[config.mk]
export PLATFORM = sky130hd
export DESIGN_NAME = router_pkt_tx_flat
export DESIGN_NICKNAME = d
export VERILOG_FILES = /design/src/rtl/router_pkt_tx_if.sv /design/src/rtl/router_pkt_tx.sv /design/src/flat_wrapper.sv
export SDC_FILE = /design/constraint.sdc
export NUM_CORES = 1
export LEC_CHECK = 0
export CORE_ASPECT_RATIO = 0.6
export CORE_MARGIN = 5
export CORE_UTILIZATION = 45
export CTS_CLUSTER_DIAMETER = 120
export DETAILED_ROUTE_END_ITERATION = 10
export GPL_TIMING_DRIVEN = 0
export PLACE_DENSITY = 0.69
export REMOVE_ABC_BUFFERS = 1
export SYNTH_ARGS = -nofsm -noshare
export SYNTH_HDL_FRONTEND = slang
export SYNTH_SLANG_ARGS = --single-unit
[constraint.sdc]
create_clock -name clock -period 2.95 [get_ports clock]
set_input_delay 0.4425 -clock clock [delete_from_list [all_inputs] [get_ports clock]]
set_output_delay 0.4425 -clock clock [all_outputs]
set_load 0.005 [all_outputs]
[src/rtl/router_pkt_tx_if.sv]
// ---------------------------------------------------------------------------
// router_pkt_tx_if
// Bundles the payload-source handshake and the router-side packet bus of the
// router_pkt_tx packet source.
//
// Signals:
//   start, dest_addr, pay_len   request pulse and packet fields
//   pay_data, pay_valid         payload bytes from the upstream source
//   pay_ready                   packet source accepts pay_data this cycle
//   busy                        router back-pressure
//   data_out, pkt_valid         byte stream to the router input port
//   tx_active, done, req_err    status
//   corrupt_par                 parity-corruption request (only when the
//                               ROUTER_TX_PARITY_INJ_EN macro is defined)
//
// Modports:
//   master  the packet source (router_pkt_tx)
//   slave   the environment: upstream source plus router
// ---------------------------------------------------------------------------
interface router_pkt_tx_if #(
    parameter int DATA_W = 8,
    parameter int LEN_W  = 6
);
    logic              start;
    logic [1:0]        dest_addr;
    logic [LEN_W-1:0]  pay_len;
    logic [DATA_W-1:0] pay_data;
    logic              pay_valid;
    logic              pay_ready;
    logic              busy;
    logic [DATA_W-1:0] data_out;
    logic              pkt_valid;
    logic              tx_active;
    logic              done;
    logic              req_err;
`ifdef ROUTER_TX_PARITY_INJ_EN
    logic              corrupt_par;

    modport master (
        input  start, dest_addr, pay_len, pay_data, pay_valid, busy, corrupt_par,
        output pay_ready, data_out, pkt_valid, tx_active, done, req_err
    );

    modport slave (
        output start, dest_addr, pay_len, pay_data, pay_valid, busy, corrupt_par,
        input  pay_ready, data_out, pkt_valid, tx_active, done, req_err
    );
`else
    modport master (
        input  start, dest_addr, pay_len, pay_data, pay_valid, busy,
        output pay_ready, data_out, pkt_valid, tx_active, done, req_err
    );

    modport slave (
        output start, dest_addr, pay_len, pay_data, pay_valid, busy,
        input  pay_ready, data_out, pkt_valid, tx_active, done, req_err
    );
`endif
endinterface

[src/rtl/router_pkt_tx.sv]
// ---------------------------------------------------------------------------
// router_pkt_tx
// Packet source for one input port of the 1x3 router. On a legal request it
// collects the whole payload into an internal buffer, then streams
//   header {pay_len, dest_addr}, pay_len payload bytes, parity byte
// with pkt_valid held high and contiguous for header and payload, and low on
// the parity beat. Parity is the XOR of the header and all payload bytes.
//
// Ports:
//   clock   system clock, rising edge
//   reset   asynchronous, active-high
//   bus     router_pkt_tx_if.master: request fields, payload handshake,
//           router data/back-pressure, status pulses
//
// Build option:
//   ROUTER_TX_PARITY_INJ_EN  adds corrupt_par; when set with start, bit 0 of
//                            the transmitted parity byte is inverted (the
//                            internal parity register stays correct).
//
// State   | meaning
// --------+-----------------------------------------------------------
// IDLE    | waiting for start; checks request fields
// LOAD    | accepting payload bytes into the buffer
// HEADER  | header on data_out, waiting for busy=0
// PAYLOAD | payload byte on data_out, waiting for busy=0
// PARITY  | parity byte on data_out (pkt_valid=0), waiting for busy=0
// DONE    | done pulse, back to IDLE next cycle
// ---------------------------------------------------------------------------
module router_pkt_tx #(
    parameter int DATA_W = 8,
    parameter int LEN_W  = 6
) (
    input  logic            clock,
    input  logic            reset,
    router_pkt_tx_if.master bus
);
    localparam int DEPTH = (2 ** LEN_W) - 1;

    typedef enum logic [2:0] {
        S_IDLE,
        S_LOAD,
        S_HEADER,
        S_PAYLOAD,
        S_PARITY,
        S_DONE
    } state_t;

    state_t            state;
    logic [LEN_W-1:0]  len_q;
    logic [1:0]        dest_q;
    logic [LEN_W-1:0]  count;
    logic [LEN_W-1:0]  rd_ptr;
    logic [DATA_W-1:0] parity;
    logic [DATA_W-1:0] data_out_q;
    logic              pkt_valid_q;
    logic              tx_active_q;
    logic              done_q;
    logic              req_err_q;
    logic              corrupt_q;

    logic [DATA_W-1:0] buffer [DEPTH];

    logic              wr_en;
    logic              req_bad;
    logic [LEN_W-1:0]  count_inc;
    logic [LEN_W-1:0]  rd_ptr_inc;
    logic [DATA_W-1:0] header;
    logic [DATA_W-1:0] par_out;

    assign bus.pay_ready = (state == S_LOAD) && (count < len_q);
    assign wr_en         = bus.pay_valid && bus.pay_ready;
    assign req_bad       = (bus.dest_addr == 2'd3) || (bus.pay_len == '0);
    assign count_inc     = count + LEN_W'(1);
    assign rd_ptr_inc    = rd_ptr + LEN_W'(1);
    assign header        = {len_q, dest_q};

    // The parity register always holds the true XOR; corruption is applied
    // only to the byte placed on data_out.
    assign par_out = parity ^ {{(DATA_W-1){1'b0}}, corrupt_q};

`ifdef ROUTER_TX_PARITY_INJ_EN
    logic corrupt_in;
    assign corrupt_in = bus.corrupt_par;
`else
    logic corrupt_in;
    assign corrupt_in = 1'b0;
`endif

    // Payload storage carries no reset: contents are only read after LOAD
    // has rewritten every byte of the current packet.
    always_ff @(posedge clock) begin
        if (wr_en) begin
            buffer[count] <= bus.pay_data;
        end
    end

    always_ff @(posedge clock or posedge reset) begin
        if (reset) begin
            state       <= S_IDLE;
            len_q       <= '0;
            dest_q      <= '0;
            count       <= '0;
            rd_ptr      <= '0;
            parity      <= '0;
            data_out_q  <= '0;
            pkt_valid_q <= 1'b0;
            tx_active_q <= 1'b0;
            done_q      <= 1'b0;
            req_err_q   <= 1'b0;
            corrupt_q   <= 1'b0;
        end else begin
            done_q    <= 1'b0;
            req_err_q <= 1'b0;
            case (state)
                S_IDLE: begin
                    if (bus.start) begin
                        if (req_bad) begin
                            req_err_q <= 1'b1;
                        end else begin
                            len_q       <= bus.pay_len;
                            dest_q      <= bus.dest_addr;
                            count       <= '0;
                            rd_ptr      <= '0;
                            corrupt_q   <= corrupt_in;
                            tx_active_q <= 1'b1;
                            state       <= S_LOAD;
                        end
                    end
                end

                S_LOAD: begin
                    if (wr_en) begin
                        count <= count_inc;
                        // Header goes out on the same edge that stores the
                        // last payload byte.
                        if (count_inc == len_q) begin
                            data_out_q  <= header;
                            pkt_valid_q <= 1'b1;
                            parity      <= header;
                            state       <= S_HEADER;
                        end
                    end
                end

                S_HEADER: begin
                    if (!bus.busy) begin
                        data_out_q <= buffer[0];
                        parity     <= parity ^ buffer[0];
                        rd_ptr     <= LEN_W'(1);
                        state      <= S_PAYLOAD;
                    end
                end

                S_PAYLOAD: begin
                    // rd_ptr counts bytes already placed on data_out.
                    if (!bus.busy) begin
                        if (rd_ptr == len_q) begin
                            data_out_q  <= par_out;
                            pkt_valid_q <= 1'b0;
                            state       <= S_PARITY;
                        end else begin
                            data_out_q <= buffer[rd_ptr];
                            parity     <= parity ^ buffer[rd_ptr];
                            rd_ptr     <= rd_ptr_inc;
                        end
                    end
                end

                S_PARITY: begin
                    if (!bus.busy) begin
                        data_out_q <= '0;
                        done_q     <= 1'b1;
                        state      <= S_DONE;
                    end
                end

                S_DONE: begin
                    tx_active_q <= 1'b0;
                    state       <= S_IDLE;
                end

                default: begin
                    data_out_q  <= '0;
                    pkt_valid_q <= 1'b0;
                    tx_active_q <= 1'b0;
                    state       <= S_IDLE;
                end
            endcase
        end
    end

    assign bus.data_out  = data_out_q;
    assign bus.pkt_valid = pkt_valid_q;
    assign bus.tx_active = tx_active_q;
    assign bus.done      = done_q;
    assign bus.req_err   = req_err_q;

endmodule

[src/flat_wrapper.sv]
// flat-port wrapper written by rule: the top's interface ports become plain ports
module router_pkt_tx_flat 
#(
    parameter int DATA_W = 8,
    parameter int LEN_W  = 6
)
  (clock, reset, bus_start, bus_dest_addr, bus_pay_len, bus_pay_data, bus_pay_valid, bus_busy, bus_pay_ready, bus_data_out, bus_pkt_valid, bus_tx_active, bus_done, bus_req_err);
  router_pkt_tx_if #(.DATA_W(DATA_W), .LEN_W(LEN_W)) bus_i ();
  input  logic clock;
  input  logic reset;
  input wire logic [$bits(bus_i.start)-1:0] bus_start;
  input wire logic [$bits(bus_i.dest_addr)-1:0] bus_dest_addr;
  input wire logic [$bits(bus_i.pay_len)-1:0] bus_pay_len;
  input wire logic [$bits(bus_i.pay_data)-1:0] bus_pay_data;
  input wire logic [$bits(bus_i.pay_valid)-1:0] bus_pay_valid;
  input wire logic [$bits(bus_i.busy)-1:0] bus_busy;
  output wire logic [$bits(bus_i.pay_ready)-1:0] bus_pay_ready;
  output wire logic [$bits(bus_i.data_out)-1:0] bus_data_out;
  output wire logic [$bits(bus_i.pkt_valid)-1:0] bus_pkt_valid;
  output wire logic [$bits(bus_i.tx_active)-1:0] bus_tx_active;
  output wire logic [$bits(bus_i.done)-1:0] bus_done;
  output wire logic [$bits(bus_i.req_err)-1:0] bus_req_err;
  assign bus_i.start = bus_start;
  assign bus_i.dest_addr = bus_dest_addr;
  assign bus_i.pay_len = bus_pay_len;
  assign bus_i.pay_data = bus_pay_data;
  assign bus_i.pay_valid = bus_pay_valid;
  assign bus_i.busy = bus_busy;
  assign bus_pay_ready = bus_i.pay_ready;
  assign bus_data_out = bus_i.data_out;
  assign bus_pkt_valid = bus_i.pkt_valid;
  assign bus_tx_active = bus_i.tx_active;
  assign bus_done = bus_i.done;
  assign bus_req_err = bus_i.req_err;
  router_pkt_tx #(.DATA_W(DATA_W), .LEN_W(LEN_W)) u_core (.clock(clock), .reset(reset), .bus(bus_i));
endmodule
==> flow_summary.json <==
{
  "synth-seq-cells": 547,
  "async_flop_share_pct": 7.86,
  "drt_iter0_markers": 1664,
  "clock-skew-final_ns": 0.0219,
  "clock_path_buffers": 3,
  "cts_tree": "yes",
  "hold_class": "input port to async pin",
  "synth_edf_count": 504,
  "synthMuxAreaShare_pct": 15.0,
  "startpoint_type": "flip-flop",
  "die_w_um": 299,
  "synth.distinct_cells": 64,
  "insertion_delay_ns": 0.57,
  "yosys_warnings": 0,
  "critPathMaxFanout": 5,
  "vias": 12400,
  "core_sq_mm": 0.0494,
  "path_buf_inv": 3,
  "synth_adder_area_share_pct": 0.445,
  "syn2layout_area_growth_pct": 18.2,
  "rsz0062_at_grt": "true",
  "drc": 0,
  "nets": 1330,
  "grt.total_usage_pct": 20.4,
  "cts_inserted_buffers": 47,
  "synth.top_cells.by_area": "edfxtp_1 (67%), mux4_2 (12%), dfrtp_1 (4.8%)",
  "die_h_um": 183,
  "syn_area_sq_mm": 0.0225,
  "initial_core_util_pct": 45.5,
  "max-vdd-ir-drop_uv": 474,
  "cp-end-kind": "flip-flop",
  "drive_gt1_share_pct": 31.5,
  "dr.pass1.iters": 8,
  "io_pins": 34,
  "synthSimpleGateAreaFrac_pct": 5.01,
  "cellPowerDensity_mw_per_mm2": 666,
  "synth_area_per_cell_sq_um": 18.6,
  "postRouteAntennaNets": 0,
  "numClockSinks": 547,
  "rows": 63,
  "grt_max_degree": 54,
  "crit_top_cell": "mux4_2",
  "dp_hpwl_um": 33000,
  "ys_top_cells_by_count": "edfxtp_1 (504), mux4_2 (118), nor2_1 (111)",
  "grt_pass1_vias": 12200,
  "synth_top_area_cell": "edfxtp_1",
  "setup_viol": 6,
  "worstPathArrival_ns": 3.48,
  "synth_compound_area_share_pct": 4.47,
  "setup_slack_ns": -0.0959,
  "cpMaxStageDelayCell": "mux4_2",
  "fill_cells": 3711,
  "tightest_slew_ns": 1.36,
  "final_area_sq_mm": 0.0266,
  "wirelength_um": 56400,
  "synth_top_family_by_area": "multiplexers",
  "gp_congestion": 0.924,
  "status": "finished with violations",
  "critical-path-max-stage-delay_ns": 0.54,
  "yosys.cell_count.top_type": "edfxtp_1",
  "synth.top_cell.area_share_pct": 67.3,
  "clock.fmax_mhz": 328,
  "grt-ovfl-total": 0,
  "failed_checks": "negative setup slack",
  "path_clk_slew_ns": 0.07,
  "crit_chain": "buf_8, buf_16, buf_12, mux4_2, mux4_2, a211oi_4, a31oi_4, mux2i_1, a221o_1",
  "max_slew_margin_pct": 9.10,
  "worstPathRequired_ns": 3.39,
  "vias_per_cell": 6.25,
  "fin_crit_sh_pct": 103,
  "path_class": "flip-flop to flip-flop",
  "die_area_sq_mm": 0.0547,
  "diodes": 0,
  "fin_crit_ns": 3.05,
  "seq_area_frac_synth_pct": 72.1,
  "cts_root_buf": "clkbuf_16",
  "synth_xor_area_share_pct": 0.623,
  "antenna_found_initial": 1,
  "io_buffers": 33,
  "synthCells": 1210,
  "synth_ff_type": "edfxtp_1",
  "leakagePower_nw": 8.15,
  "final_hold_viol_count": 0,
  "grt_pass1_wl_um": 82700,
  "slew_viol_final": 0,
  "placed_area_sq_mm": 0.0234,
  "dp_slack_ns": -1.78,
  "crit_family": "multiplexers",
  "drv_cap": 0,
  "cts_max_level": 2,
  "wire_per_inst_um": 28.4
}
==> final timing paths <==
check / start / endpoint / slack (ns) / cells after the start
max: u_core.rd_ptr[0]$_DFFE_PP0P_ / u_core.parity[2]$_DFFE_PP0P_ / -0.1 / 9
min: reset / u_core.bus.req_err$_DFF_PP0_ / 0.07 / 2
max reg2reg: u_core.rd_ptr[0]$_DFFE_PP0P_ / u_core.parity[2]$_DFFE_PP0P_ / -0.1 / 9
min reg2reg: u_core.parity[1]$_DFFE_PP0P_ / u_core.parity[1]$_DFFE_PP0P_ / 0.51 / 1
max in group asynchronous: reset / u_core.count[0]$_DFFE_PP0P_ / 2.43 / 3
min in group clock: bus_pay_data[3] / u_core.buffer[13][3]$_DFFE_PP_ / 0.26 / 1
==> through the flow <==
step | power (W) | instances | hold slack, ns | setup TNS (ns) | utilization (%)
6_report | 0.0177 | 1987 | 0.0688 | -0.267 | 53.8
5_1_grt | 0.0183 | 1987 | 0.0669 | -1.28 | 53.8
4_1_cts | 0.0176 | 1965 | 0.0397 | -0.0630 | 53.0
3_5_place_dp | 0.0110 | 1838 | 0.491 | -719.83 | 47.4
3_3_place_gp | 0.0110 | 1825 | 0.475 | -860.61 | 46.9
2_1_floorplan | 0.0102 | 1142 | 0.457 | -78.63 | -
==> sequential cells by signal, indices dropped and copies added (netlist names), 2 cells and up <==
register             cells
u_core.dest_q            2
u_core.buffer          504
u_core.state             3
u_core.bus.data_out      8
u_core.parity            8
u_core.rd_ptr            6
u_core.len_q             6
u_core.count             6
==> area by class of cell <==
| cell class | count | area (sq um) | area share [%] |
|---|---|---|---|
| sequential | 547 | 16200 | 61.1 |
| multi-input combinational | 578 | 6490 | 24.4 |
| timing repair buffer | 110 | 1390 | 5.23 |
| clock buffer | 61 | 1300 | 4.90 |
| tap | 650 | 813 | 3.06 |
| clock inverter | 24 | 274 | 1.03 |
| inverter | 17 | 66.3 | 0.250 |
==> power breakdown <==
group | total, W | internal (W) | leakage (nW) | switching (W)
Clock | 0.00640 | 0.00364 | 0.776 | 0.00276
Combinational | 0.00233 | 0.00100 | 2.33 | 0.00133
Sequential | 0.00899 | 0.00867 | 5.05 | 0.000315
Total | 0.0177 | 0.0133 | 8.15 | 0.00440
==> cells by family (layout without fill, tap and decap cells) <==
| kind of cell | Yosys count | count (layout) |
|---|---|---|
| buffers and inverters | 85 | 212 |
| muxes | 169 | 169 |
| DFF | 547 | 547 |
| AOI/OAI and AO/OA | 141 | 141 |
| and+or+nand+nor | 244 | 244 |
| adders and majority gates | 8 | 8 |
| xor gates and xnor gates | 16 | 16 |
==> metal layers <==
layer,global-route usage [%],part of all wire [%]
met3,6.14,11
met5,0,0
met4,4.61,2.5
met2,29.6,43
met1,30.8,43
==> placed cells by master (no fill, tap or decap), drive strengths merged, types with 6 or more instances in the layout <==
master,synthesis,final
clkdlybuf4s50,0,25
ha,8,8
o21ai,38,38
clkbuf,22,62
a221o,6,6
a31oi,6,6
nand3,21,21
nand4,6,6
buf,45,80
o31ai,6,6
inv,17,17
or3,6,6
nand2b,11,11
edfxtp,504,504
mux2i,26,26
nor2b,7,7
clkinv,0,17
o211ai,7,7
a21oi,10,10
a222oi,8,8
xnor2,12,12
nor2,112,112
nor3,11,11
nand2,44,44
bufinv,0,6
dfrtp,43,43
a22oi,18,18
mux4,130,130
a22o,6,6
mux2,13,13
==> what timing repair did <==
| item | 4_1_cts | 5_1_grt |
|---|---|---|
| setup buffers | 36 | 21 |
| endpoints found under the setup margin | 537 | 422 |
| pin swaps | 13 | 20 |
| gates cloned | 6 | 1 |
| endpoints found under the hold margin | 0 | 0 |
| hold buffers | 0 | 0 |
| gates resized for setup | 160 | 43 |
Note: power is estimated with default switching activity, not from simulation.
